## src/rtl/ready_event_sampler_pkg.sv

```systemverilog
// Shared types and default sizes for the ready-strobe event sampler.
package ready_sampler_pkg;

  localparam int NUM_MON_DEF    = 10;
  localparam int TS_W_DEF       = 32;
  localparam int FIFO_DEPTH_DEF = 16;
  localparam int DROP_W_DEF     = 16;
  localparam int ID_W           = $clog2(NUM_MON_DEF);

  typedef enum logic [1:0] {
    RUN   = 2'd0,
    DRAIN = 2'd1,
    DONE  = 2'd2
  } state_t;

  // One record as streamed downstream: source unit and capture cycle.
  typedef struct packed {
    logic [ID_W-1:0]     id;
    logic [TS_W_DEF-1:0] ts;
  } event_t;

endpackage

```

## src/rtl/ready_event_sampler_if.sv

```systemverilog
// Strobe inputs, record stream and status outputs of the event sampler.
interface ready_event_sampler_if #(
  parameter int NUM_MON = 10,
  parameter int TS_W    = 32,
  parameter int DROP_W  = 16
) ();

  localparam int MON_ID_W = $clog2(NUM_MON);

  logic [NUM_MON-1:0]  ap_ready;
  logic                finish;
  logic                m_valid;
  logic                m_ready;
  logic [MON_ID_W-1:0] m_id;
  logic [TS_W-1:0]     m_ts;
  logic                done;
  logic                overflow;
  logic [DROP_W-1:0]   drop_cnt;

  // The sampler masters the record stream and drives the status flags.
  modport master (
    input  ap_ready, finish, m_ready,
    output m_valid, m_id, m_ts, done, overflow, drop_cnt
  );

  // The monitored units and the status dump path.
  modport slave (
    output ap_ready, finish, m_ready,
    input  m_valid, m_id, m_ts, done, overflow, drop_cnt
  );

endinterface

```

## src/rtl/ready_event_sampler_sample_fifo.sv

```systemverilog
// Synchronous record FIFO with a first-word-fall-through head.
module sample_fifo #(
  parameter int W     = 36,
  parameter int DEPTH = 16
) (
  input  logic         clock,
  input  logic         reset,
  input  logic         i_push,
  input  logic [W-1:0] i_data,
  input  logic         i_pop,
  output logic [W-1:0] o_data,
  output logic         o_full,
  output logic         o_empty
);

  localparam int AW = $clog2(DEPTH);

  logic [W-1:0]  r_mem [DEPTH];
  logic [AW-1:0] r_wr_ptr;
  logic [AW-1:0] r_rd_ptr;
  logic [AW:0]   r_count;
  logic          r_full;
  logic [AW:0]   w_count_nxt;
  logic          w_push;
  logic          w_pop;

  assign w_push  = i_push && !r_full;
  assign w_pop   = i_pop && (r_count != '0);
  assign o_full  = r_full;
  assign o_empty = (r_count == '0);
  // Head reads as zero while empty so the stream fields are clean out of reset.
  assign o_data  = o_empty ? '0 : r_mem[r_rd_ptr];

  // Occupancy after this cycle's push/pop.
  always_comb begin
    // NOTE: every always_comb output gets a default first, otherwise a missed branch infers a latch.
    w_count_nxt = r_count;
    unique case ({w_push, w_pop})
      2'b10:   w_count_nxt = r_count + 1'b1;
      2'b01:   w_count_nxt = r_count - 1'b1;
      default: w_count_nxt = r_count;
    endcase
  end

  // Pointers, occupancy and the registered full flag.
  always_ff @(posedge clock or negedge reset) begin
    // NOTE: sequential state uses non-blocking assignments so every flop samples pre-edge values.
    if (!reset) begin
      r_wr_ptr <= '0;
      r_rd_ptr <= '0;
      r_count  <= '0;
      r_full   <= 1'b0;
    end else begin
      if (w_push) r_wr_ptr <= r_wr_ptr + 1'b1;
      if (w_pop)  r_rd_ptr <= r_rd_ptr + 1'b1;
      r_count <= w_count_nxt;
      r_full  <= (w_count_nxt == (AW+1)'(DEPTH));
    end
  end

  // Storage array, written on push.
  always_ff @(posedge clock) begin
    // NOTE: storage is left unreset; occupancy tracking guarantees stale entries are never read.
    if (w_push) r_mem[r_wr_ptr] <= i_data;
  end

endmodule

```

## src/rtl/ready_event_sampler.sv

```systemverilog
// Timestamps ap_ready strobes, serialises them round-robin into a FIFO
// and streams {id, ts} records; drains and raises done on finish.
module ready_event_sampler
  import ready_sampler_pkg::*;
#(
  parameter int NUM_MON    = NUM_MON_DEF,
  parameter int TS_W       = TS_W_DEF,
  parameter int FIFO_DEPTH = FIFO_DEPTH_DEF,
  parameter int DROP_W     = DROP_W_DEF
) (
  input logic                   clock,
  input logic                   reset,
  ready_event_sampler_if.master bus
);

  localparam int MON_ID_W = $clog2(NUM_MON);
  localparam int REC_W    = MON_ID_W + TS_W;
  localparam int CNT_W    = $clog2(NUM_MON + 1);
  localparam int SUM_W    = ((DROP_W > CNT_W) ? DROP_W : CNT_W) + 1;

  state_t              r_state;
  state_t              w_state_nxt;
  logic [TS_W-1:0]     r_ts;
  logic [NUM_MON-1:0]  r_pending;
  logic [TS_W-1:0]     r_ts_cap [NUM_MON];
  logic [MON_ID_W-1:0] r_rr_ptr;
  logic [DROP_W-1:0]   r_drop_cnt;
  logic                r_overflow;

  logic                w_run;
  logic                w_full;
  logic                w_empty;
  logic                w_grant;
  logic [MON_ID_W-1:0] w_grant_id;
  logic [NUM_MON-1:0]  w_grant_onehot;
  logic [MON_ID_W:0]   w_idx_sum;
  logic [NUM_MON-1:0]  w_capture;
  logic [NUM_MON-1:0]  w_drop_vec;
  logic [CNT_W-1:0]    w_drop_num;
  logic [SUM_W-1:0]    w_drop_sum;
  logic [DROP_W-1:0]   w_drop_sat;
  logic [REC_W-1:0]    w_push_data;
  logic [REC_W-1:0]    w_head;

  assign w_run       = (r_state == RUN);
  assign w_push_data = {w_grant_id, r_ts_cap[w_grant_id]};

  assign bus.m_valid  = !w_empty;
  assign bus.m_id     = w_head[REC_W-1:TS_W];
  assign bus.m_ts     = w_head[TS_W-1:0];
  assign bus.done     = (r_state == DONE);
  assign bus.overflow = r_overflow;
  assign bus.drop_cnt = r_drop_cnt;

  // Run state machine: RUN until finish, DRAIN until empty, then terminal DONE.
  always_comb begin
    w_state_nxt = r_state;
    unique case (r_state)
      RUN:     if (bus.finish) w_state_nxt = DRAIN;
      DRAIN:   if ((r_pending == '0) && w_empty) w_state_nxt = DONE;
      DONE:    w_state_nxt = DONE;
      default: w_state_nxt = RUN;
    endcase
  end

  // Round-robin pick of the first pending channel at or after rr_ptr; no grant into a full FIFO.
  always_comb begin
    w_grant        = 1'b0;
    w_grant_id     = '0;
    w_grant_onehot = '0;
    w_idx_sum      = '0;
    for (int k = 0; k < NUM_MON; k++) begin
      w_idx_sum = {1'b0, r_rr_ptr} + (MON_ID_W+1)'(k);
      if (w_idx_sum >= (MON_ID_W+1)'(NUM_MON))
        w_idx_sum = w_idx_sum - (MON_ID_W+1)'(NUM_MON);
      if (!w_grant && r_pending[w_idx_sum[MON_ID_W-1:0]]) begin
        w_grant    = 1'b1;
        w_grant_id = w_idx_sum[MON_ID_W-1:0];
      end
    end
    if (w_full) w_grant = 1'b0;
    if (w_grant) w_grant_onehot = NUM_MON'(1) << w_grant_id;
  end

  // Classify each strobe: capture into a free (or just-granted) slot, otherwise drop.
  always_comb begin
    w_capture  = '0;
    w_drop_vec = '0;
    w_drop_num = '0;
    for (int i = 0; i < NUM_MON; i++) begin
      if (w_run && bus.ap_ready[i]) begin
        if (!r_pending[i] || w_grant_onehot[i]) w_capture[i]  = 1'b1;
        else                                    w_drop_vec[i] = 1'b1;
      end
      w_drop_num = w_drop_num + CNT_W'(w_drop_vec[i]);
    end
    w_drop_sum = SUM_W'(r_drop_cnt) + SUM_W'(w_drop_num);
    w_drop_sat = (w_drop_sum > SUM_W'({DROP_W{1'b1}})) ? {DROP_W{1'b1}} : w_drop_sum[DROP_W-1:0];
  end

  // Control state: FSM, cycle counter, pending flags, arbiter pointer, drop accounting.
  always_ff @(posedge clock or negedge reset) begin
    if (!reset) begin
      r_state    <= RUN;
      r_ts       <= '0;
      r_pending  <= '0;
      r_rr_ptr   <= '0;
      r_drop_cnt <= '0;
      r_overflow <= 1'b0;
    end else begin
      r_state   <= w_state_nxt;
      r_ts      <= r_ts + 1'b1;
      r_pending <= (r_pending & ~w_grant_onehot) | w_capture;
      if (w_grant)
        r_rr_ptr <= (w_grant_id == MON_ID_W'(NUM_MON - 1)) ? '0 : w_grant_id + 1'b1;
      if (|w_drop_vec) begin
        r_drop_cnt <= w_drop_sat;
        r_overflow <= 1'b1;
      end
    end
  end

  // Capture timestamps; only meaningful while the matching pending bit is set.
  always_ff @(posedge clock) begin
    for (int i = 0; i < NUM_MON; i++)
      if (w_capture[i]) r_ts_cap[i] <= r_ts;
  end

  sample_fifo #(
    .W     (REC_W),
    .DEPTH (FIFO_DEPTH)
  ) u_fifo (
    .clock   (clock),
    .reset   (reset),
    .i_push  (w_grant),
    .i_data  (w_push_data),
    .i_pop   (bus.m_ready),
    .o_data  (w_head),
    .o_full  (w_full),
    .o_empty (w_empty)
  );

endmodule

```

## src/flat_wrapper.sv

```systemverilog
// flat-port wrapper written by rule: the top's interface ports become plain ports
module ready_event_sampler_flat import ready_sampler_pkg::*;
#(
  parameter int NUM_MON    = NUM_MON_DEF,
  parameter int TS_W       = TS_W_DEF,
  parameter int FIFO_DEPTH = FIFO_DEPTH_DEF,
  parameter int DROP_W     = DROP_W_DEF
)
  (clock, reset, bus_ap_ready, bus_finish, bus_m_ready, bus_m_valid, bus_m_id, bus_m_ts, bus_done, bus_overflow, bus_drop_cnt);
  ready_event_sampler_if #(.NUM_MON(NUM_MON), .TS_W(TS_W), .DROP_W(DROP_W)) bus_i ();
  input logic clock;
  input logic reset;
  input wire logic [$bits(bus_i.ap_ready)-1:0] bus_ap_ready;
  input wire logic [$bits(bus_i.finish)-1:0] bus_finish;
  input wire logic [$bits(bus_i.m_ready)-1:0] bus_m_ready;
  output wire logic [$bits(bus_i.m_valid)-1:0] bus_m_valid;
  output wire logic [$bits(bus_i.m_id)-1:0] bus_m_id;
  output wire logic [$bits(bus_i.m_ts)-1:0] bus_m_ts;
  output wire logic [$bits(bus_i.done)-1:0] bus_done;
  output wire logic [$bits(bus_i.overflow)-1:0] bus_overflow;
  output wire logic [$bits(bus_i.drop_cnt)-1:0] bus_drop_cnt;
  assign bus_i.ap_ready = bus_ap_ready;
  assign bus_i.finish = bus_finish;
  assign bus_i.m_ready = bus_m_ready;
  assign bus_m_valid = bus_i.m_valid;
  assign bus_m_id = bus_i.m_id;
  assign bus_m_ts = bus_i.m_ts;
  assign bus_done = bus_i.done;
  assign bus_overflow = bus_i.overflow;
  assign bus_drop_cnt = bus_i.drop_cnt;
  ready_event_sampler #(.NUM_MON(NUM_MON), .TS_W(TS_W), .FIFO_DEPTH(FIFO_DEPTH), .DROP_W(DROP_W)) u_core (.clock(clock), .reset(reset), .bus(bus_i));
endmodule
```

## config.mk

```make
export PLATFORM = sky130hd
export DESIGN_NAME = ready_event_sampler_flat
export DESIGN_NICKNAME = d
export VERILOG_FILES = /design/src/rtl/ready_event_sampler_pkg.sv /design/src/rtl/ready_event_sampler_if.sv /design/src/rtl/ready_event_sampler_sample_fifo.sv /design/src/rtl/ready_event_sampler.sv /design/src/flat_wrapper.sv
export SDC_FILE = /design/constraint.sdc
export NUM_CORES = 1
export LEC_CHECK = 0
export BUFFER_PORTS_ARGS = -buffer_cell sky130_fd_sc_hd__buf_2
export CORE_ASPECT_RATIO = 0.75
export CORE_MARGIN = 1.5
export CORE_UTILIZATION = 45
export DETAILED_ROUTE_END_ITERATION = 10
export PLACE_DENSITY = 0.66
export SLEW_MARGIN = 30
export SYNTH_ARGS = -nofsm -noshare
export SYNTH_HDL_FRONTEND = slang
export SYNTH_SLANG_ARGS = --single-unit
```

## constraint.sdc

```tcl
create_clock -name clock -period 20.6 [get_ports clock]
set_input_delay 2.06 -clock clock [delete_from_list [all_inputs] [get_ports clock]]
set_output_delay 2.06 -clock clock [all_outputs]
set_load 0.01 [all_outputs]
```

==> run_results.csv, run 1 <==
group,metric,value,unit
synth,synth_edf_count,896,
sta,clock_skew,37.6,ps
layout,drive_gt1_share,23.5,%
routing,drc,0,
synth,async_reset_ff_share,8.10,%
clocking,clockRootBuffer,"clkbuf_16",
worst_setup_path,worstSetupPathType,"reg -> reg",
sta,rsz0062_at_grt,"no",
worst_setup_path,cp_max_fo,39,
status,status,"finished, final reports clean",
hold_path,whs_path_depth,1,
global_routing,grt_max_degree,128,
clocking,hold_buffers,0,
clocking,cts_buffer_depth,3,
place,gp_congestion,0.886,
sta,setup_viol,0,
sta,fmax,88.6,MHz
sta,tns,0,ps
worst_setup_path,r2r_slack,9320,ps
global_routing,grt_use_total,20.6,%
worst_setup_path,slowest_delay,840,ps
hold_path,hold_end,"u_core.bus.overflow",
routing,vias_per_cell,5.79,
routing,drt_first_iter_violations,1967,
synth,avgSynthCellArea,17.8,um^2
layout,nNetsFinal,2548,
clocking,htreeDepth,3,
clocking,clk_pin_slew,80,ps
worst_setup_path,cp-end-kind,"flip-flop",
sta,min_period_over_period,54.8,%
sta,fin_crit,11280,ps
worst_setup_path,ff2ff_path_depth,33,
routing,via_count,21900,
sta,worstMarginPinSlew,910,ps
synth,synth_flop_cell,"edfxtp_1",
clocking,ctsResizeCount,0,
synth,synth_seq_cells,975,
routing,ant_nets,0,
hold_path,min_path_type,"reg -> reg",
worst_setup_path,cp-start-kind,"flip-flop",
routing,wl,96.5,mm
sta,finalHoldViolCount,0,
global_routing,grt_pass1_wl,144,mm
global_routing,overflow,0,
place,dp_hpwl,55.8,mm
place,io_buffers,68,
clocking,cts_setup_buffers,0,
worst_setup_path,r2r_end,"u_core.bus.drop_cnt[7]",
worst_setup_path,r2r-start,"u_core.r_rr_ptr[1]",
global_routing,antenna_found_initial,2,
sta,max_slew_margin,37.6,%
clocking,cts_sinks,975,
worst_setup_path,critPathSlowestCell,"ha_1",
synth,ys_warn_count,0,
worst_setup_path,cp_data_arrival_time,11850,ps
die,core,0.0919,mm^2
synth,syn-instance-count,2352,
worst_setup_path,required,21170,ps
layout,syn_to_final_growth,12.2,%
hold_path,min-delay-start,"u_core.bus.overflow",
die,initial_core_util,45.6,%
synth,synth_cell_types,109,
run,maxCapViolations,0,
clocking,clock_latency,660,ps
global_routing,grt_pass1_vias,22400,
synth,syn_nets,2424,
routing,first_pass_iters,7,
synth,synth_area,0.0419,mm^2
die,die_h,267,um
die,dieArea,0.0950,mm^2
clocking,cts_tree,"built",
routing,wl_per_cell,25.5,um
clocking,cts_buffers,90,
die,floorplan.rows,96,
layout,n_fill_cell,7323,
die,io_pins,69,
sta,drv_slew,0,
synth,ys_seq_area_share,68.9,%
die,dieWidth,355,um
worst_setup_path,crit_path_frequent_cell,"fa_1",
[critical path: cells and delay by family, from the launching register on]
family | cells | cell delay [ps]
compound gates | 7 | 1880
fa+ha+maj | 9 | 4350
buf+inv | 5 | 1360
flops | 1 | 760
mux | 1 | 150
simple gates | 11 | 2630
[worst max path at each step]
stage	start	endpoint	depth (start not counted)
after floorplan	u_core.r_rr_ptr[0]	u_core.bus.drop_cnt[7]	38
after global placement	u_core.r_rr_ptr[1]	u_core.bus.drop_cnt[9]	33
after detailed placement	u_core.r_rr_ptr[1]	u_core.bus.drop_cnt[7]	33
after CTS	u_core.r_rr_ptr[1]	u_core.bus.drop_cnt[7]	33
after global routing	u_core.r_rr_ptr[1]	u_core.bus.drop_cnt[7]	33
final	u_core.r_rr_ptr[1]	u_core.bus.drop_cnt[7]	33
[registers in the layout (all words and copies together), names as in the netlist]
name	flops
u_core.r_state	2
u_core.u_fifo.r_count	5
u_core.bus.overflow	1
u_core.u_fifo.r_mem	576
u_core.bus.drop_cnt	16
u_core.u_fifo.o_full	1
u_core.u_fifo.r_rd_ptr	4
u_core.r_pending	10
u_core.u_fifo.r_wr_ptr	4
u_core.r_ts	32
u_core.r_ts_cap	320
u_core.r_rr_ptr	4
[cell families (layout without fill, tap and decap cells)]
kind of cell,count (synthesis),in the layout,share of synthesized area [%]
AOI/OAI and AO/OA,228,228,4.13
DFF,975,975,68.9
muxes,488,488,17.4
buffers and inverters,151,351,1.55
xor gates and xnor gates,55,55,1.18
other,0,4,0
and+or+nand+nor,397,397,4.94
adders and majority gates,58,58,1.89
[Yosys cell counts, types with 43 or more instances]
library cell / number / area [um^2]
clkbuf_1: 56 / 210
and2_1: 61 / 382
o21ai_0: 62 / 310
nand3_1: 43 / 215
nor2_1: 54 / 203
edfxtp_1: 896 / 26900
ha_1: 49 / 613
mux2i_1: 244 / 2440
mux4_2: 185 / 4170
mux2_2: 43 / 484
dfrtp_1: 79 / 1980
nand2_1: 118 / 443
[area by class of cell]
| cell class | instances | area (um^2) | area share, % |
|---|---|---|---|
| flip-flops and latches | 975 | 28900 | 61.4 |
| clock buffers | 113 | 2380 | 5.06 |
| repair buffers | 136 | 911 | 1.94 |
| well taps | 1225 | 1530 | 3.26 |
| clock inverters | 55 | 549 | 1.17 |
| diodes | 4 | 10.0 | 0.0213 |
| inverters | 47 | 176 | 0.375 |
| multi-input cells | 1226 | 12600 | 26.7 |
[cells in the final DEF (no fill, tap or decap), types with 14 or more instances in the layout]
master     instances
edfxtp_1         896
mux2i_1          244
mux4_2           185
nand2_1          117
clkbuf_16         90
dfrtp_1           75
buf_2             67
buf_4             65
ha_1              49
nor2_1            46
and2_1            45
mux2_2            43
nand3_1           43
o21ai_0           42
inv_1             39
xnor2_1           37
a21oi_1           23
clkinv_1          20
clkbuf_1          19
and3_1            18
xor2_1            16
and2_2            16
clkinv_2          16
nor2b_1           14
[metrics by stage]
stage | cells | instance area [um^2] | setup slack (ps) | hold slack [ps] | utilization [%]
after CTS | 3776 | 47000 | 9400 | 476 | 51.1
after detailed placement | 3608 | 44100 | 9450 | 459 | 48.0
after floorplan | 2352 | 41900 | 10950 | 453 | -
final | 3781 | 47000 | 9320 | 467 | 51.2
after global routing | 3777 | 47000 | 8620 | 490 | 51.2
after global placement | 3607 | 44000 | 9690 | 443 | 47.9
[routing by layer]
layer	GRT usage (%)	part of all wire, %
met4	4.05	1.6
met1	29.7	45
met5	0	0
met2	32.7	47
met3	3.90	6.3
Power of run 1 is not shown: default switching activity piles up to over one toggle a cycle in this logic, so the estimate is an artifact.
==> inputs of run 2 (changes only) <==
--- a/config.mk
+++ b/config.mk
@@ -5,6 +5,7 @@
 export SDC_FILE = /design/constraint.sdc
 export NUM_CORES = 1
 export LEC_CHECK = 0
+export ABC_AREA = 1
 export BUFFER_PORTS_ARGS = -buffer_cell sky130_fd_sc_hd__buf_2
 export CORE_ASPECT_RATIO = 0.75
 export CORE_MARGIN = 1.5
==> constraint.sdc (replaced) <==
create_clock -name clock -period 10.5 [get_ports clock]
set_input_delay 1.05 -clock clock [delete_from_list [all_inputs] [get_ports clock]]
set_output_delay 1.05 -clock clock [all_outputs]
set_load 0.01 [all_outputs]
==> run 2 against run 1 <==
Compared with the run above:
- clock skew fell by 22 ps
- maximum frequency rose by 16%
- hold slack got worse by 150 ps
- via count up 24%
- global-route usage up 1.6 points
- count of clock-buffer cells in the layout is the same
- critical path depth increased by 13
- synthesized cell count rose by 47%
- first-iteration DRC count rose by 69%
==> run_results.csv, run 2 <==
group,metric,value,unit
synth,synth_cell_types,58,
synth,synth_area_leaders,"edfxtp_1 65%, nand2_1 6.0%, dfrtp_1 4.8%",
synth,synth_area,0.0414,mm^2
routing,vias_per_cell,5.66,
routing,via_count,27200,
place,io_buffers,68,
clocking,clockRootBuffer,"clkbuf_16",
synth,ys_seq_area_share,69.8,%
clocking,cts_buffer_depth,3,
synth,synth-simple-area-share,14.8,%
clocking,clk_pin_slew,60,ps
clocking,cts_buffers,93,
worst_setup_path,critPathSlowestCell,"dfrtp_2",
layout,final_util,50.8,%
layout,layout_commonest_cell,"edfxtp_1",
worst_setup_path,r2r-start,"u_core.r_rr_ptr[1]",
synth,synth_seq_cells,975,
sta,rsz0062_at_grt,"no",
routing,first_pass_iters,5,
routing,drt_first_iter_violations,3333,
routing,wl,105,mm
worst_setup_path,cp_data_arrival_time,10300,ps
worst_setup_path,r2r_end,"u_core.bus.drop_cnt[7]",
worst_setup_path,cp-start-kind,"flip-flop",
sta,fmax,103,MHz
routing,drc,0,
synth,syn-instance-count,3469,
global_routing,grt_pass1_wl,159,mm
synth,synth_mux_area_share,0.0242,%
place,gp_congestion,0.919,
synth,synth_xor_area_share,1.22,%
clocking,hold_buffers,0,
die,floorplan.rows,96,
global_routing,grtUsageMet2,34.1,%
die,io_pins,69,
worst_setup_path,ff2ff_path_depth,46,
layout,largest_register_ffs,576,
global_routing,busiest_layer,"met2",
synth,synth_flop_cell,"edfxtp_1",
worst_setup_path,crit_path_frequent_cell,"nand2_1",
global_routing,antenna_found_initial,2,
status,status,"finished, final reports clean",
die,initial_core_util,45.3,%
die,dieArea,0.0938,mm^2
die,die_h,266,um
routing,ant_nets,0,
layout,seq_area,0.0289,mm^2
routing,wl_per_cell,21.9,um
layout,multiInputGateArea,0.0115,mm^2
synth,ys_warn_count,0,
sta,clock_skew,15.7,ps
run,maxCapViolations,0,
global_routing,grt_pass1_vias,25500,
synth,syn_nets,3541,
worst_setup_path,worstSetupPathType,"reg -> reg",
clocking,cts_tree,"built",
sta,finalHoldViolCount,0,
layout,n_fill_cell,7831,
synth,async_reset_ff_share,8.10,%
synth,synth.most_common_cell,"edfxtp_1",
layout,largest_register,"u_core.u_fifo.r_mem",
worst_setup_path,slowest_delay,550,ps
worst_setup_path,required,11090,ps
synth,synth_edf_count,896,
layout,syn_to_final_growth,12.0,%
synth,synthAdderAreaFrac,1.92,%
synth,yosys.area.top_type,"edfxtp_1",
layout,reg.largest.list,"u_core.u_fifo.r_mem: 576 flops, u_core.r_ts_cap: 320 flops, u_core.r_ts: 32 flops",
sta,min_period_over_period,92.5,%
hold_path,min_path_type,"in -> async",
sta,worstMarginPinSlew,1310,ps
worst_setup_path,cp_max_fo,16,
die,core,0.0913,mm^2
sta,drv_slew,0,
worst_setup_path,cp-end-kind,"flip-flop",
layout,antenna_cells,0,
synth,synth-compound-area-share,9.11,%
place,dp_hpwl,53.7,mm
sta,fin_crit,9710,ps
synth,synth_top_area_share,65.0,%
global_routing,grt_max_degree,220,
global_routing,grt_use_total,22.2,%
clocking,htreeDepth,3,
sta,setup_viol,0,
sta,max_slew_margin,12.4,%
global_routing,grtUsageMet1,33.3,%
synth,synth_top_family_by_area,"simple AND/OR/NAND/NOR gates",
synth,synth_commonest_cells,"896 x edfxtp_1, 665 x nand2_1, 409 x nor2_1",
layout,most-common-layout-cells,"896 x edfxtp_1, 665 x nand2_1, 391 x nor2_1",
worst_setup_path,r2r_slack,790,ps
clocking,clock_latency,650,ps
global_routing,gr-usage-met3,3.51,%
layout,nNetsFinal,3579,
die,dieWidth,353,um
clocking,cts_sinks,975,
synth,avgSynthCellArea,11.9,um^2
global_routing,overflow,0,
layout,drive_gt1_share,10.7,%
[run 2: metrics by stage]
step / hold slack (ps) / setup slack [ps] / area (um^2) / setup TNS (ps) / cells
final: 319 / 789 / 46300 / 0 / 4808
after global routing: 300 / 47.3 / 46300 / 0 / 4808
after floorplan: 485 / 1470 / 41400 / 0 / 3469
after CTS: 281 / 293 / 46300 / 0 / 4808
after global placement: 448 / 383 / 43200 / 0 / 4636
after detailed placement: 458 / -1.07 / 43300 / -1.07 / 4636
[run 2: how the worst max path moves through the flow]
stage	slack (ps)	endpoint	startpoint
after global routing	50	u_core.bus.drop_cnt[0]	u_core.r_rr_ptr[1]
after detailed placement	-1	u_core.bus.drop_cnt[13]	u_core.r_rr_ptr[1]
final	790	u_core.bus.drop_cnt[7]	u_core.r_rr_ptr[1]
after global placement	380	u_core.bus.drop_cnt[15]	u_core.r_rr_ptr[1]
after floorplan	1470	u_core.bus.drop_cnt[9]	u_core.r_rr_ptr[1]
after CTS	290	u_core.bus.drop_cnt[7]	u_core.r_rr_ptr[1]
[run 2: worst max-delay path, delay by kind of cell (launching register included)]
family / cells / cell delay (ps)
AND/OR/NAND/NOR: 25 / 3910
buffers and inverters: 7 / 780
AO/OA/AOI/OAI: 4 / 520
adder cells (fa/ha/maj): 9 / 3710
flip-flops: 1 / 550
XOR/XNOR: 1 / 150
[run 2: what timing repair did]
action                                 in CTS  in global routing
buffers inserted                            1                  0
endpoints found under the hold margin       0                  0
resized for setup                           0                  4
pin swaps                                   1                  0
setup endpoints to repair                   4                 16
[run 2: kinds of logic after synthesis]
| logic type | Yosys count |
|---|---|
| AND/OR/NAND/NOR | 1411 |
| AO/OA/AOI/OAI | 640 |
| adder cells (fa/ha/maj) | 58 |
| buffers and inverters | 327 |
| XOR/XNOR | 57 |
| multiplexers | 1 |
| flip-flops | 975 |
[run 2: final cells by class]
type,instances,share of cell area [%]
sequential,975,62.3
multi-input combinational,2167,24.8
clock buffer,113,5.30
tap,1225,3.31
timing repair buffer,124,1.72
clock inverter,58,1.31
inverter,146,1.21
[run 2: routing by layer]
metal  part of all wire (%)  wire (um)
met1                     45      47200
met2                     45      47600
met3                    8.3       8750
met4                    1.8       1850
met5                  0.013         14
Power of run 2 is left out for the same reason.
